`src/rtl/cba_seq.sv`:
```
// Byte-serial add/sub sharing one 8-bit carry-bypass cell between two round-robin requesters; CBA_SEQ_SUB_EN enables subtract.
// Latency: rsp_valid rises NBYTES edges after acceptance; requesters are held off (ready low) until the response handshake.
// Backpressure: RESP outputs hold stable while rsp_ready is low.

module cba (
  input  logic [7:0] a_i,
  input  logic [7:0] b_i,
  input  logic       cin_i,
  output logic [7:0] sum_o,
  output logic       cout_o
);
  logic [7:0] p;
  logic       c;
  logic       c_blk;

  assign p = a_i ^ b_i;

  // Two 4-bit ripple blocks; a fully-propagating block forwards its carry-in directly.
  always_comb begin
    sum_o = '0;
    c     = cin_i;
    c_blk = 1'b0;
    for (int blk = 0; blk < 2; blk++) begin
      c_blk = c;
      for (int i = 0; i < 4; i++) begin
        sum_o[blk*4+i] = p[blk*4+i] ^ c;
        c = (a_i[blk*4+i] & b_i[blk*4+i]) | (c & p[blk*4+i]);
      end
      if (&p[blk*4 +: 4]) c = c_blk;
    end
    cout_o = c;
  end
endmodule

module cba_seq #(
  parameter int NBYTES = 4
) (
  input  logic                clk,
  input  logic                rst_n,
  input  logic                req0_valid,
  output logic                req0_ready,
  input  logic [8*NBYTES-1:0] req0_a,
  input  logic [8*NBYTES-1:0] req0_b,
  input  logic                req0_sub,
  input  logic                req1_valid,
  output logic                req1_ready,
  input  logic [8*NBYTES-1:0] req1_a,
  input  logic [8*NBYTES-1:0] req1_b,
  input  logic                req1_sub,
  output logic                rsp_valid,
  input  logic                rsp_ready,
  output logic                rsp_id,
  output logic [8*NBYTES-1:0] rsp_sum,
  output logic                rsp_cout,
  output logic                busy
);
  localparam int W = 8 * NBYTES;
  localparam logic [2:0] LAST = 3'(NBYTES - 1);

  typedef enum logic [1:0] {IDLE, ADD, RESP} state_t;

  state_t         state_q, state_d;
  logic [W-1:0]   a_q, a_d, b_q, b_d, sum_q, sum_d;
  logic           id_q, id_d, fav_q, fav_d, carry_q, carry_d, cout_q, cout_d;
  logic [2:0]     k_q, k_d;
  logic           grant0, grant1;
  logic [7:0]     a_byte, b_byte, b_op, s_byte;
  logic           c_out;

`ifdef CBA_SEQ_SUB_EN
  logic sub_q, sub_d;
  assign b_op = sub_q ? ~b_byte : b_byte;
`else
  logic unused_sub;
  assign unused_sub = req0_sub ^ req1_sub;
  assign b_op       = b_byte;
`endif

  // fav_q = 1 means req1 wins a tie.
  assign grant0 = (state_q == IDLE) && req0_valid && (!req1_valid || !fav_q);
  assign grant1 = (state_q == IDLE) && req1_valid && (!req0_valid ||  fav_q);

  assign req0_ready = grant0 & rst_n;
  assign req1_ready = grant1 & rst_n;
  assign rsp_valid  = (state_q == RESP);
  assign busy       = (state_q != IDLE);
  assign rsp_id     = id_q;
  assign rsp_sum    = sum_q;
  assign rsp_cout   = cout_q;

  always_comb begin
    a_byte = '0;
    b_byte = '0;
    for (int i = 0; i < NBYTES; i++) begin
      if (k_q == 3'(i)) begin
        a_byte = a_q[i*8 +: 8];
        b_byte = b_q[i*8 +: 8];
      end
    end
  end

  cba u_cba (
    .a_i    (a_byte),
    .b_i    (b_op),
    .cin_i  (carry_q),
    .sum_o  (s_byte),
    .cout_o (c_out)
  );

  always_comb begin
    state_d = state_q;
    a_d     = a_q;
    b_d     = b_q;
    sum_d   = sum_q;
    id_d    = id_q;
    fav_d   = fav_q;
    carry_d = carry_q;
    cout_d  = cout_q;
    k_d     = k_q;
`ifdef CBA_SEQ_SUB_EN
    sub_d   = sub_q;
`endif
    case (state_q)
      IDLE: begin
        if (grant0 || grant1) begin
          id_d    = grant1;
          a_d     = grant1 ? req1_a : req0_a;
          b_d     = grant1 ? req1_b : req0_b;
          fav_d   = grant0;
          k_d     = '0;
`ifdef CBA_SEQ_SUB_EN
          sub_d   = grant1 ? req1_sub : req0_sub;
          carry_d = sub_d;
`else
          carry_d = 1'b0;
`endif
          state_d = ADD;
        end
      end
      ADD: begin
        for (int i = 0; i < NBYTES; i++) begin
          if (k_q == 3'(i)) sum_d[i*8 +: 8] = s_byte;
        end
        carry_d = c_out;
        k_d     = k_q + 3'd1;
        if (k_q == LAST) begin
          cout_d  = c_out;
          state_d = RESP;
        end
      end
      RESP: begin
        if (rsp_ready) state_d = IDLE;
      end
      default: state_d = IDLE;
    endcase
  end

  always_ff @(posedge clk or negedge rst_n) begin
    if (!rst_n) begin
      state_q <= IDLE;
      a_q     <= '0;
      b_q     <= '0;
      sum_q   <= '0;
      id_q    <= 1'b0;
      fav_q   <= 1'b0;
      carry_q <= 1'b0;
      cout_q  <= 1'b0;
      k_q     <= '0;
`ifdef CBA_SEQ_SUB_EN
      sub_q   <= 1'b0;
`endif
    end else begin
      state_q <= state_d;
      a_q     <= a_d;
      b_q     <= b_d;
      sum_q   <= sum_d;
      id_q    <= id_d;
      fav_q   <= fav_d;
      carry_q <= carry_d;
      cout_q  <= cout_d;
      k_q     <= k_d;
`ifdef CBA_SEQ_SUB_EN
      sub_q   <= sub_d;
`endif
    end
  end
endmodule

```
`config.mk`:
```
export PLATFORM = sky130hd
export DESIGN_NAME = cba_seq
export DESIGN_NICKNAME = d
export VERILOG_FILES = /design/src/rtl/cba_seq.sv
export SDC_FILE = /design/constraint.sdc
export NUM_CORES = 1
export LEC_CHECK = 0
export CAP_MARGIN = 20
export CORE_ASPECT_RATIO = 0.7
export CORE_MARGIN = 2
export CORE_UTILIZATION = 49
export CTS_BUF_LIST = sky130_fd_sc_hd__clkbuf_8 sky130_fd_sc_hd__clkbuf_16
export DETAILED_ROUTE_END_ITERATION = 12
export GPL_TIMING_DRIVEN = 0
export PLACE_DENSITY = 0.81
export SLEW_MARGIN = 20
export SYNTH_ARGS = -nofsm -noshare
export SYNTH_HDL_FRONTEND = slang
export SYNTH_SLANG_ARGS = --single-unit
```
`constraint.sdc`:
```
create_clock -name clk -period 6.8 [get_ports clk]
set_input_delay 1.36 -clock clk [delete_from_list [all_inputs] [get_ports clk]]
set_output_delay 1.36 -clock clk [all_outputs]
set_load 0.1 [all_outputs]
```
==> summary.md <==
| Metric | Value |
|---|---|
| Hold crit path type | `reg2reg` |
| Crit Path Class | `reg2reg` |
| Multi-input gate area in the final layout | `0.003029 sq mm` |
| Maximum fanout along the worst path | `10` |
| Clock sink total | `105` |
| Final Core Density | `68.23%` |
| First-pass GRT wire length | `31230 um` |
| Slowest stage cell, crit path | `nor2_1` |
| Chip height | `98.42 um` |
| Die width | `138.9 um` |
| Starting Density | `50.23%` |
| Largest net degree at the start of global routing | `82` |
| Worst skew pair latency | `350 ps` |
| Root buf cell | `clkbuf_16` |
| Layout area overhead | `35.83%` |
| Hpwl dp | `14940 um` |
| Post-CTS setup buffer count | `0` |
| All-Layer GR Usage | `28.96%` |
| Seq/Total Area, Yosys | `42.11%` |
| Max VDD drop | `553.4 uV` |
| Final setup fails | `0` |
| Mean post-synth cell area | `9.842 sq um` |
| Max_cap viols | `0` |
| Fillcell total | `951` |
| DRC Markers | `0` |
| EDFF count, synth | `0` |
| Syn nets | `790` |
| # H-tree levels | `3` |
| Global route total overflow | `0` |
| Post-CTS Resized | `0` |
| Placed Cells | `967` |
| Power Density | `558.4 mW/mm^2` |
| Io pins | `173` |
| Slew Limit Fails | `0` |
| Clk slew on worst S/H paths | `80 ps` |
| Final ANT Viol Nets | `0` |
| Tot Pwr | `4.733 mW` |
| WL per Instance | `19.45 um` |
| CP delay by family, top | `adder cells` |
| Unrepaired setup endpoints after global routing | `false` |
| Main synth FF type | `dfrtp_1` |
| GP Congestion | `0.8355` |
| Worst EP required | `7040 ps` |
| Fin cells | `983` |
| Floorplan Core Area | `0.01242 sq mm` |
| Register area | `0.002628 sq mm` |
| Die area | `0.01367 sq mm` |
| Number of diodes | `0` |
| CP max stage delay | `550 ps` |
| Register bit total from synthesis | `105` |
| Maximum clock rate | `162.2 MHz` |
| Distinct cells, synth | `36` |
| Routed WL | `19120 um` |
| FFs w/ async S/R, synth | `100.0%` |
| Setup WS post-layout | `635.3 ps` |
| Vias in the first global route | `5852` |
| Initial DRC Count | `389` |
| Slew headroom | `34.21%` |
| Worst-Margin Slew | `983.7 ps` |
| Period utilization | `90.66%` |
| Final #Nets | `972` |
| Cts hold-fix bufs | `0` |
| Mapped Cells | `634` |
| Leakage | `3.467 nW` |
| Startpoint Class | `flop` |
| Final hold violation count | `0` |
| CP arrival | `6410 ps` |
| Most common cell on crit path | `fa_1` |
| Vias/cell | `5.843` |
| Initial antenna violation count | `0` |
| Ys Warns | `0` |
| Tmin final | `6165 ps` |
| WP buf/inv | `4` |
| PortBufs | `170` |
| CTS Buf Count | `9` |
| Num rows | `34` |
| Status | `complete, no violations` |
| Cells along the critical path | `ha_1, ha_1, nor2_1, clkbuf_1, a32oi_1, fa_1, inv_1, fa_1, fa_1, inv_1, fa_1, a41oi_1, a21oi_1, fa_1, fa_1, fa_1, inv_1, fa_1, mux2_2` |
| Post-Synthesis Cell Area | `0.006240 sq mm` |
| First drt pass iteration count | `5` |
| CTS tree | `built` |
| Post-Place Setup Slack | `664.9 ps` |
| Via count | `5744` |
| Fraction of layout cells with a size suffix above 1 | `13.28%` |
| Clock Skew | `7.010 ps` |
| CP endpoint kind | `flop` |
| Clk buf depth | `2` |
-- worst min-delay path, cell delays in order, from the launching register on --
cell     delay, ps
dfrtp_1        350
nand2_1         50
o21ai_0         60
-- registers in the layout, summed over array words and instances (netlist names) --
| signal | cells |
|---|---|
| b_q | 32 |
| k_q | 3 |
| rsp_id | 1 |
| state_q | 2 |
| carry_q | 1 |
| fav_q | 1 |
| a_q | 32 |
| rsp_cout | 1 |
| rsp_sum | 32 |
-- area by class of cell --
class	instances	share of cell area, %
inverters	74	3.277
well taps	162	2.391
clock inverters	7	0.9153
plain buffers	61	3.602
flip-flops and latches	105	31.00
repair buffers	171	20.42
clock buffers	9	2.657
multi-input cells	394	35.74
-- Yosys cell counts, drive strengths merged, types with 2 or more instances --
master	instances	area [sq um]
o311ai	64	935.9
dfrtp	105	2628
o31ai	2	15.01
nand4bb	3	33.78
buf	26	173.9
a32o	16	160.2
o21ai	104	520.5
o22ai	2	12.51
nand2b	19	118.9
inv	74	277.8
nand2	42	157.7
a32oi	10	87.58
nand3	64	320.3
mux2	12	135.1
clkbuf	35	131.4
fa	8	160.2
ha	13	162.7
o211ai	2	15.01
a21oi	17	85.08
nor2	5	21.27
-- cell families (layout without fill, tap and decap cells) --
kind of cell               Yosys count  count (layout)  synth area share [%]
muxes                               13              13                 2.326
and+or+nand+nor                    140             140                 11.31
AOI/OAI and AO/OA                  220             220                 29.74
buffers and inverters              135             322                 9.344
adders and majority gates           21              21                 5.173
DFF                                105             105                 42.11
-- path summary, 6_finish.rpt --
path,from,slack [ps],endpoint,depth (start not counted)
max,k_q[0]$_DFFE_PN0P_,640,rsp_sum[7]$_DFFE_PN0P_,19
min,rsp_sum[13]$_DFFE_PN0P_,490,rsp_sum[13]$_DFFE_PN0P_,2
max reg2reg,k_q[0]$_DFFE_PN0P_,640,rsp_sum[7]$_DFFE_PN0P_,19
min reg2reg,rsp_sum[13]$_DFFE_PN0P_,490,rsp_sum[13]$_DFFE_PN0P_,2
max in group asynchronous,rst_n,5280,a_q[21]$_DFFE_PN0P_,2
min in group asynchronous,rst_n,860,b_q[8]$_DFFE_PN0P_,1
-- layer usage --
metal | track usage (%) | wire length (um) | up-vias
li1 | - | - | 2657
met1 | 41.23 | 8658 | 2802
met2 | 45.74 | 8660 | 260
met3 | 6.851 | 1528 | 25
met4 | 6.371 | 274 | 0
met5 | 0 | 0 | -
-- through the flow --
step | hold slack [ps] | cell area (sq um) | setup TNS, ps
after floorplan | 464.2 | 6240 | 0
after global placement | 463.4 | 8144 | -2479
after global routing | 518.5 | 8476 | 0
final | 488.4 | 8476 | 0
after detailed placement | 473.7 | 8173 | 0
after CTS | 491.3 | 8476 | 0
-- placed cells by master, fill, tap and decap left out, types with 14 or more instances in the layout --
cell               n
o21ai_0          103
buf_2             19
clkdlybuf4s50_1  169
o311ai_1          14
clkbuf_1          35
nand3_1           64
dfrtp_1          105
a21oi_1           17
nand2b_1          19
a32o_1            16
inv_1             73
o311ai_2          50
nand2_1           42
-- report_power, final --
part / switching (mW) / internal, mW / leakage, nW
registers: 0.219 / 0.940 / 1.28
logic: 2.01 / 1.04 / 2.04
clock network: 0.261 / 0.260 / 0.144
Power figures use the tool's default switching activity.
